==> config.mk <==
export PLATFORM = sky130hd
export DESIGN_NAME = mem_port_arbiter
export DESIGN_NICKNAME = d
export VERILOG_FILES = /design/src/rtl/mem_port_arbiter.sv
export SDC_FILE = /design/constraint.sdc
export NUM_CORES = 1
export LEC_CHECK = 0
export ABC_AREA = 0
export BUFFER_PORTS_ARGS = -buffer_cell sky130_fd_sc_hd__buf_4
export CAP_MARGIN = 20
export CORE_MARGIN = 4
export CORE_UTILIZATION = 46
export CTS_CLUSTER_DIAMETER = 150
export CTS_CLUSTER_SIZE = 12
export DETAILED_ROUTE_END_ITERATION = 8
export GPL_TIMING_DRIVEN = 0
export PLACE_DENSITY = 0.89
export SKIP_CTS_REPAIR_TIMING = 1
export SLEW_MARGIN = 20
export SYNTH_ARGS = -nofsm -noshare
export SYNTH_HDL_FRONTEND = slang
export SYNTH_SLANG_ARGS = --single-unit
==> constraint.sdc <==
create_clock -name clk_i -period 1.8 [get_ports clk_i]
set_input_delay 0.27 -clock clk_i [delete_from_list [all_inputs] [get_ports clk_i]]
set_output_delay 0.27 -clock clk_i [all_outputs]
set_load 0.005 [all_outputs]
==> src/rtl/mem_port_arbiter.sv <==
// rtl/mem_port_arbiter.sv - shares the unified memory port between core and debug requesters
// Optional round-robin arbitration: define MEM_ARB_ROUND_ROBIN_EN (default build is fixed core priority).
module mem_port_arbiter #(
    parameter int ADDR_W = 32,
    parameter int DATA_W = 32,
    parameter int RD_LAT = 1
) (
    input  logic              clk_i,
    input  logic              rst_ni,
    input  logic              core_req_i,
    input  logic              core_we_i,
    input  logic [ADDR_W-1:0] core_addr_i,
    input  logic [DATA_W-1:0] core_wdata_i,
    output logic              core_gnt_o,
    output logic              core_rvalid_o,
    input  logic              dbg_req_i,
    input  logic              dbg_we_i,
    input  logic [ADDR_W-1:0] dbg_addr_i,
    input  logic [DATA_W-1:0] dbg_wdata_i,
    output logic              dbg_gnt_o,
    output logic              dbg_rvalid_o,
    output logic [DATA_W-1:0] rdata_o,
    output logic              mem_en_o,
    output logic              mem_we_o,
    output logic [ADDR_W-1:0] mem_addr_o,
    output logic [DATA_W-1:0] mem_wdata_o,
    input  logic [DATA_W-1:0] mem_rdata_i,
    output logic              busy_o,
    output logic              owner_o
);

    generate
        if ((RD_LAT < 1) || (RD_LAT > 15)) begin : g_bad_rd_lat
            $error("mem_port_arbiter: RD_LAT must be in 1..15");
        end
    endgenerate

    localparam logic [3:0] LAT_CNT = 4'(RD_LAT);

    typedef enum logic [1:0] {
        IDLE  = 2'd0,
        ISSUE = 2'd1,
        WAIT  = 2'd2,
        RESP  = 2'd3
    } state_e;

    state_e            state_q, state_d;
    logic              we_q, we_d;
    logic [ADDR_W-1:0] addr_q, addr_d;
    logic [DATA_W-1:0] wdata_q, wdata_d;
    logic              owner_q, owner_d;
    logic              last_q, last_d;
    logic [3:0]        cnt_q, cnt_d;
    logic [DATA_W-1:0] rdata_q, rdata_d;
    logic              pick_dbg;

    // pick_dbg is only meaningful when at least one requester is asking.
`ifdef MEM_ARB_ROUND_ROBIN_EN
    assign pick_dbg = dbg_req_i && (!core_req_i || !last_q);
`else
    assign pick_dbg = dbg_req_i && !core_req_i;
`endif

    always_ff @(posedge clk_i or negedge rst_ni) begin
        if (!rst_ni) begin
            state_q <= IDLE;
            we_q    <= 1'b0;
            addr_q  <= '0;
            wdata_q <= '0;
            owner_q <= 1'b0;
            last_q  <= 1'b1;
            cnt_q   <= '0;
            rdata_q <= '0;
        end else begin
            state_q <= state_d;
            we_q    <= we_d;
            addr_q  <= addr_d;
            wdata_q <= wdata_d;
            owner_q <= owner_d;
            last_q  <= last_d;
            cnt_q   <= cnt_d;
            rdata_q <= rdata_d;
        end
    end

    always_comb begin
        state_d = state_q;
        we_d    = we_q;
        addr_d  = addr_q;
        wdata_d = wdata_q;
        owner_d = owner_q;
        last_d  = last_q;
        cnt_d   = cnt_q;
        rdata_d = rdata_q;
        case (state_q)
            IDLE: begin
                if (core_req_i || dbg_req_i) begin
                    owner_d = pick_dbg;
                    last_d  = pick_dbg;
                    we_d    = pick_dbg ? dbg_we_i    : core_we_i;
                    addr_d  = pick_dbg ? dbg_addr_i  : core_addr_i;
                    wdata_d = pick_dbg ? dbg_wdata_i : core_wdata_i;
                    state_d = ISSUE;
                end
            end
            ISSUE: begin
                if (we_q) begin
                    state_d = IDLE;
                end else begin
                    cnt_d   = LAT_CNT;
                    state_d = WAIT;
                end
            end
            WAIT: begin
                cnt_d = cnt_q - 4'd1;
                if (cnt_q == 4'd1) begin
                    rdata_d = mem_rdata_i;
                    state_d = RESP;
                end
            end
            RESP: begin
                state_d = IDLE;
            end
            default: begin
                state_d = IDLE;
            end
        endcase
    end

    // All outputs decode registered state only; no path from the request inputs.
    assign mem_en_o      = (state_q == ISSUE);
    assign mem_we_o      = (state_q == ISSUE) && we_q;
    assign mem_addr_o    = addr_q;
    assign mem_wdata_o   = wdata_q;
    assign core_gnt_o    = (state_q == ISSUE) && !owner_q;
    assign dbg_gnt_o     = (state_q == ISSUE) && owner_q;
    assign core_rvalid_o = (state_q == RESP) && !owner_q;
    assign dbg_rvalid_o  = (state_q == RESP) && owner_q;
    assign rdata_o       = rdata_q;
    assign busy_o        = (state_q != IDLE);
    assign owner_o       = owner_q;

endmodule
======== Word level (Yosys, flattened, before mapping) ========
Index checks and enable logic that the tools add are counted.
storage, ports and cells
  register bits ........................... 104
  word-level logic and storage cells ...... 40
cells by class
  muxes and demuxes ....................... 9
  equality and inequality tests ........... 7
  add/subtract/negate cells ............... 1
  reductions and logical operators ........ 16
operators with widths
  cell                                                 number
  two-way mux 32 bit                                   2
  case mux 2 bit (4 select lines)                      1
  case mux 4 bit (2 select lines)                      1
  AND reduction 2 bit                                  4
  logical AND 1 bit                                    6
  two-way mux 2 bit                                    3
  inequality test 2 bit, second input constant         3
  equality test 2 bit, second input constant           2
  equality test 4 x 1 -> 1 bit, second input constant  1
  two-way mux 4 bit                                    1
  nonzero test 2 bit                                   2
  subtractor 4 x 1 -> 4 bit, second input constant     1
  equality test 2 x 1 -> 1 bit, second input constant  1
  logical NOT 1 bit                                    2
  logical NOT 2 bit                                    1
  logical OR 1 bit                                     1
  two-way mux 1 bit                                    1

======== Depth between registers and ports, before layout ========
  word-level depth ........................ 3
  mapped depth ............................ 6
  mapped depth without buffers ............ 5

======== Least setup slack after synthesis ========
Ideal clock, no wire load.
  path kind ............................... flip-flop to flip-flop
  from .................................... register state_q[0]
  to ...................................... register addr_q[12], in the netlist mem_addr_o[12]
  path slack .............................. 270 ps
  period minus slack after synthesis ...... 1530 ps
  buffers on the path ..................... 3
  library setup time ...................... 125 ps
  arrival time ............................ 1406 ps
  cell stages (with the launch flop) ...... 7
  data required time ...................... 1675 ps
  cells stage by stage .................... dfrtp_1 buf_2 nor2_4 o21a_1 buf_4 buf_6 mux2_2
on the way
  longest elaborated chain between the ends .. 2
ends and longest elaborated chain
  item                           line  text
  start: declaration             47    state_e state_q, state_d;
  start signal: assignment       75    state_q <= state_d;
  logical NOT 2 bit              95    case (state_q)
  AND reduction 2 bit (no line)  --
  end signal: assignment         77    addr_q <= addr_d;
  end: declaration               49    logic [ADDR_W-1:0] addr_q, addr_d;
Every way passes these cells.
A chain may end at the register's enable or synchronous reset.

==> qor.yml <==
power_and_ir_drop:
  power_frac_clock: 0.144
  combPwrFrac: 0.481
  p_switching_mw: 3.402
  switching_share: 0.2988
  power.density_mw_per_mm2: 1499
  leakagePower_nw: 3.814
  cell_internal_pwr_mw: 7.982
  vdd_drop_max_mv: 0.8433
  seq_power_share: 0.375
logic_synthesis:
  syn_inst: 324
  yosys_register_bits: 104
  seq_area_frac_synth: 0.5055
  yosysUniqueCellTypes: 25
  syn-num-nets: 492
  yosys-top-cells-area: "dfrtp_1 (51%), mux2_4 (23%), mux2_2 (18%)"
  synth_largest_area_cell: "dfrtp_1"
  syn-cell-area_mm2: 0.005149
  syn_avg_cell_area_um2: 15.89
  synth_top_area_frac: 0.5055
  yosysWarnings: 0
detailed_routing:
  drc: 0
  wl_per_cell_um: 17.65
  route.met3.wl_um: 1169
  drt-total-wl_um: 13220
  topRoutingLayerUsed: "met4"
  vias_per_cell: 4.872
  ant_nets: 0
  wl_met2_um: 6887
  drt-met1-wl_um: 4898
  firstDrtPassIters: 4
  drt_iter0_markers: 91
  vias: 3649
sta:
  slew_headroom: 0.3894
  period_minus_slack_ns: 1.736
  fin_crit_sh: 0.9642
  fin_setup_tns_ns: 0
  grt_setup_unrepaired: "false"
  maxSlewViolCount: 0
  finalSetupViolCount: 0
  clock_skew_ns: 0.008959
  worst_pin_slew_ns: 0.9160
  hold_viol_final: 0
  clock.fmax_mhz: 576.2
critical_path:
  endpoint_kind: "primary output"
  crit_slowest_cell: "dfrtp_1"
  crit_buf_inv: 2
  cp_top_family: "flip-flops"
  critPathArrivalTime_ns: 1.47
  worstPathRequired_ns: 1.53
  cp_cell_sequence: "buf_2 -> nor2b_4 -> nor2b_2 -> buf_4"
  critPathLaunchType: "register"
  path_max_fanout: 10
  path_class: "reg2out"
  crit_path_max_incr_delay_ns: 0.43
clocking:
  cts_max_level: 3
  cts_root_buf: "clkbuf_8"
  cts_buffers: 9
  tritoncts: "yes"
  clk_pin_slew_ns: 0.09
  cts.sinks: 104
  cts_buffer_depth: 2
  clk_latency_ns: 0.36
global_route:
  grt_use_total: 0.1953
  grt_pass1_wl_um: 19840
  overflow: 0
  antenna_found_initial: 0
  grt_pass1_vias: 3932
  grt_max_degree: 105
place:
  placed_area_mm2: 0.007347
  dp.final_hpwl_um: 10370
  port_buffers: 269
  gp_congestion: 0.8437
  place_inst: 733
cells_and_area:
  synthToLayoutAreaGrowth_pct: 47.48
  finish.utilization: 0.6974
  layout.nets: 772
  final_cell_area_mm2: 0.007594
  diodes: 0
  drive_gt1_frac: 0.7734
  stdcell_count: 749
  fillers: 727
floorplanning:
  rows: 38
  core_area_mm2: 0.01089
  start_util: 0.4729
  die_w_um: 113.8
  die-height_um: 113.8
  io_pins: 270
  die_area_mm2: 0.01295
run_status:
  status: "complete, no violations"
job:
  drv_cap: 0
hold_path:
  hold_class: "in2async"
-- worst register-to-register path: stages (launching register included) --
cell and delay (ns):
dfrtp_1 0.36, buf_2 0.18, nor2_4 0.16, o21a_1 0.19, buf_6 0.18, buf_6 0.17, mux2_2 0.35
-- final cells by class --
| class | count | area [um2] | area share |
|---|---|---|---|
| plain buffers | 20 | 190.2 | 0.02505 |
| clock buffers | 12 | 155.1 | 0.02043 |
| clock inverters | 4 | 76.32 | 0.01005 |
| inverters | 3 | 11.26 | 0.001483 |
| multi-input cells | 197 | 2360 | 0.3108 |
| flip-flops and latches | 104 | 2603 | 0.3427 |
| well taps | 140 | 175.2 | 0.02307 |
| repair buffers | 269 | 2023 | 0.2664 |
-- stage by stage --
stage | setup slack (ns) | power, mW | hold WS, ns
2_1_floorplan | 0.2695 | 6.982 | -0.02559
3_3_place_gp | 0.1229 | 9.579 | 0.4591
3_5_place_dp | 0.09311 | 9.828 | 0.4541
4_1_cts | -0.2438 | 11.49 | 0.05660
5_1_grt | 0.002346 | 12.05 | 0.09217
6_report | 0.06445 | 11.38 | 0.02902
-- synth_stat cells, drive strengths merged --
library cell  number
o21a               1
dfrtp            104
nor3               1
a31o               1
ha                 2
buf               19
nor2               6
a32o               1
clkbuf             1
and2               2
inv                3
nand3              1
a21oi              5
o21ai              3
nand2b             2
nor2b              4
and3               1
xnor2              1
a221oi             1
nand2              3
mux2             162
-- final timing paths --
| path | depth (start not counted) | startpoint | slack (ns) | to |
|---|---|---|---|---|
| setup / recovery | 4 | register | 0.06 | core_gnt_o |
| hold / removal | 1 | rst_ni | 0.03 | rdata_o[13]$_DFFE_PN0P_ |
| setup reg to reg | 6 | state_q[0]$_DFFE_PN0P_ | 0.11 | mem_addr_o[24]$_DFFE_PN0P_ |
| hold reg to reg | 1 | rdata_o[0]$_DFFE_PN0P_ | 0.51 | rdata_o[0]$_DFFE_PN0P_ |
| max in group asynchronous | 1 | rst_ni | 1.18 | mem_wdata_o[25]$_DFFE_PN0P_ |
| min in group clk_i | 2 | core_req_i | 0.11 | owner_o$_DFFE_PN0P_ |
-- per-layer routing --
layer | GRT usage | vias up
met2 | 0.3490 | 170
met4 | 0.07838 | 0
li1 | - | 1718
met1 | 0.2201 | 1738
met3 | 0.05464 | 23
met5 | 0 | -
-- cells by family (layout without fill, tap and decap cells) --
family / after synthesis / after routing / synth area share
adders and majority gates: 2 / 2 / 0.004859
buffers and inverters: 23 / 308 / 0.03815
muxes: 162 / 162 / 0.4119
xor gates and xnor gates: 1 / 1 / 0.001701
DFF: 104 / 104 / 0.5055
and+or+nand+nor: 20 / 20 / 0.02333
AOI/OAI and AO/OA: 12 / 12 / 0.01458
-- placed cells by master (no fill, tap or decap) --
master	count
a21oi_1	5
buf_2	5
nand2_1	3
and3_1	1
nand2b_1	2
clkbuf_1	1
nand3_4	1
nor2b_2	1
a32o_1	1
buf_4	269
dfrtp_1	104
inv_1	3
clkinv_4	1
and2_1	2
nor3_1	1
mux2_4	79
a31o_2	1
clkbuf_8	11
bufinv_16	2
xnor2_1	1
a221oi_1	1
mux2_2	83
ha_1	2
clkinvlp_4	1
nor2_1	5
buf_6	15
nor2b_1	2
o21a_1	1
nor2b_4	1
o21ai_0	3
nor2_4	1
-- sequential cells by signal (all words and copies together) (netlist names), named ones only --
| name | flops |
|---|---|
| rdata_o | 32 |
| cnt_q | 4 |
| mem_addr_o | 32 |
| mem_wdata_o | 32 |
| we_q | 1 |
| state_q | 1 |
| owner_o | 1 |
-- power by group through the flow --
stage          Sequential, mW  Clock, mW  Combinational, mW
2_1_floorplan            4.29          0               2.69
3_3_place_gp             4.21          0               5.36
3_5_place_dp             4.30          0               5.52
4_1_cts                  4.26       1.68               5.54
5_1_grt                  4.40       1.77               5.87
6_report                 4.27       1.63               5.48
Power figures use the tool's default switching activity.
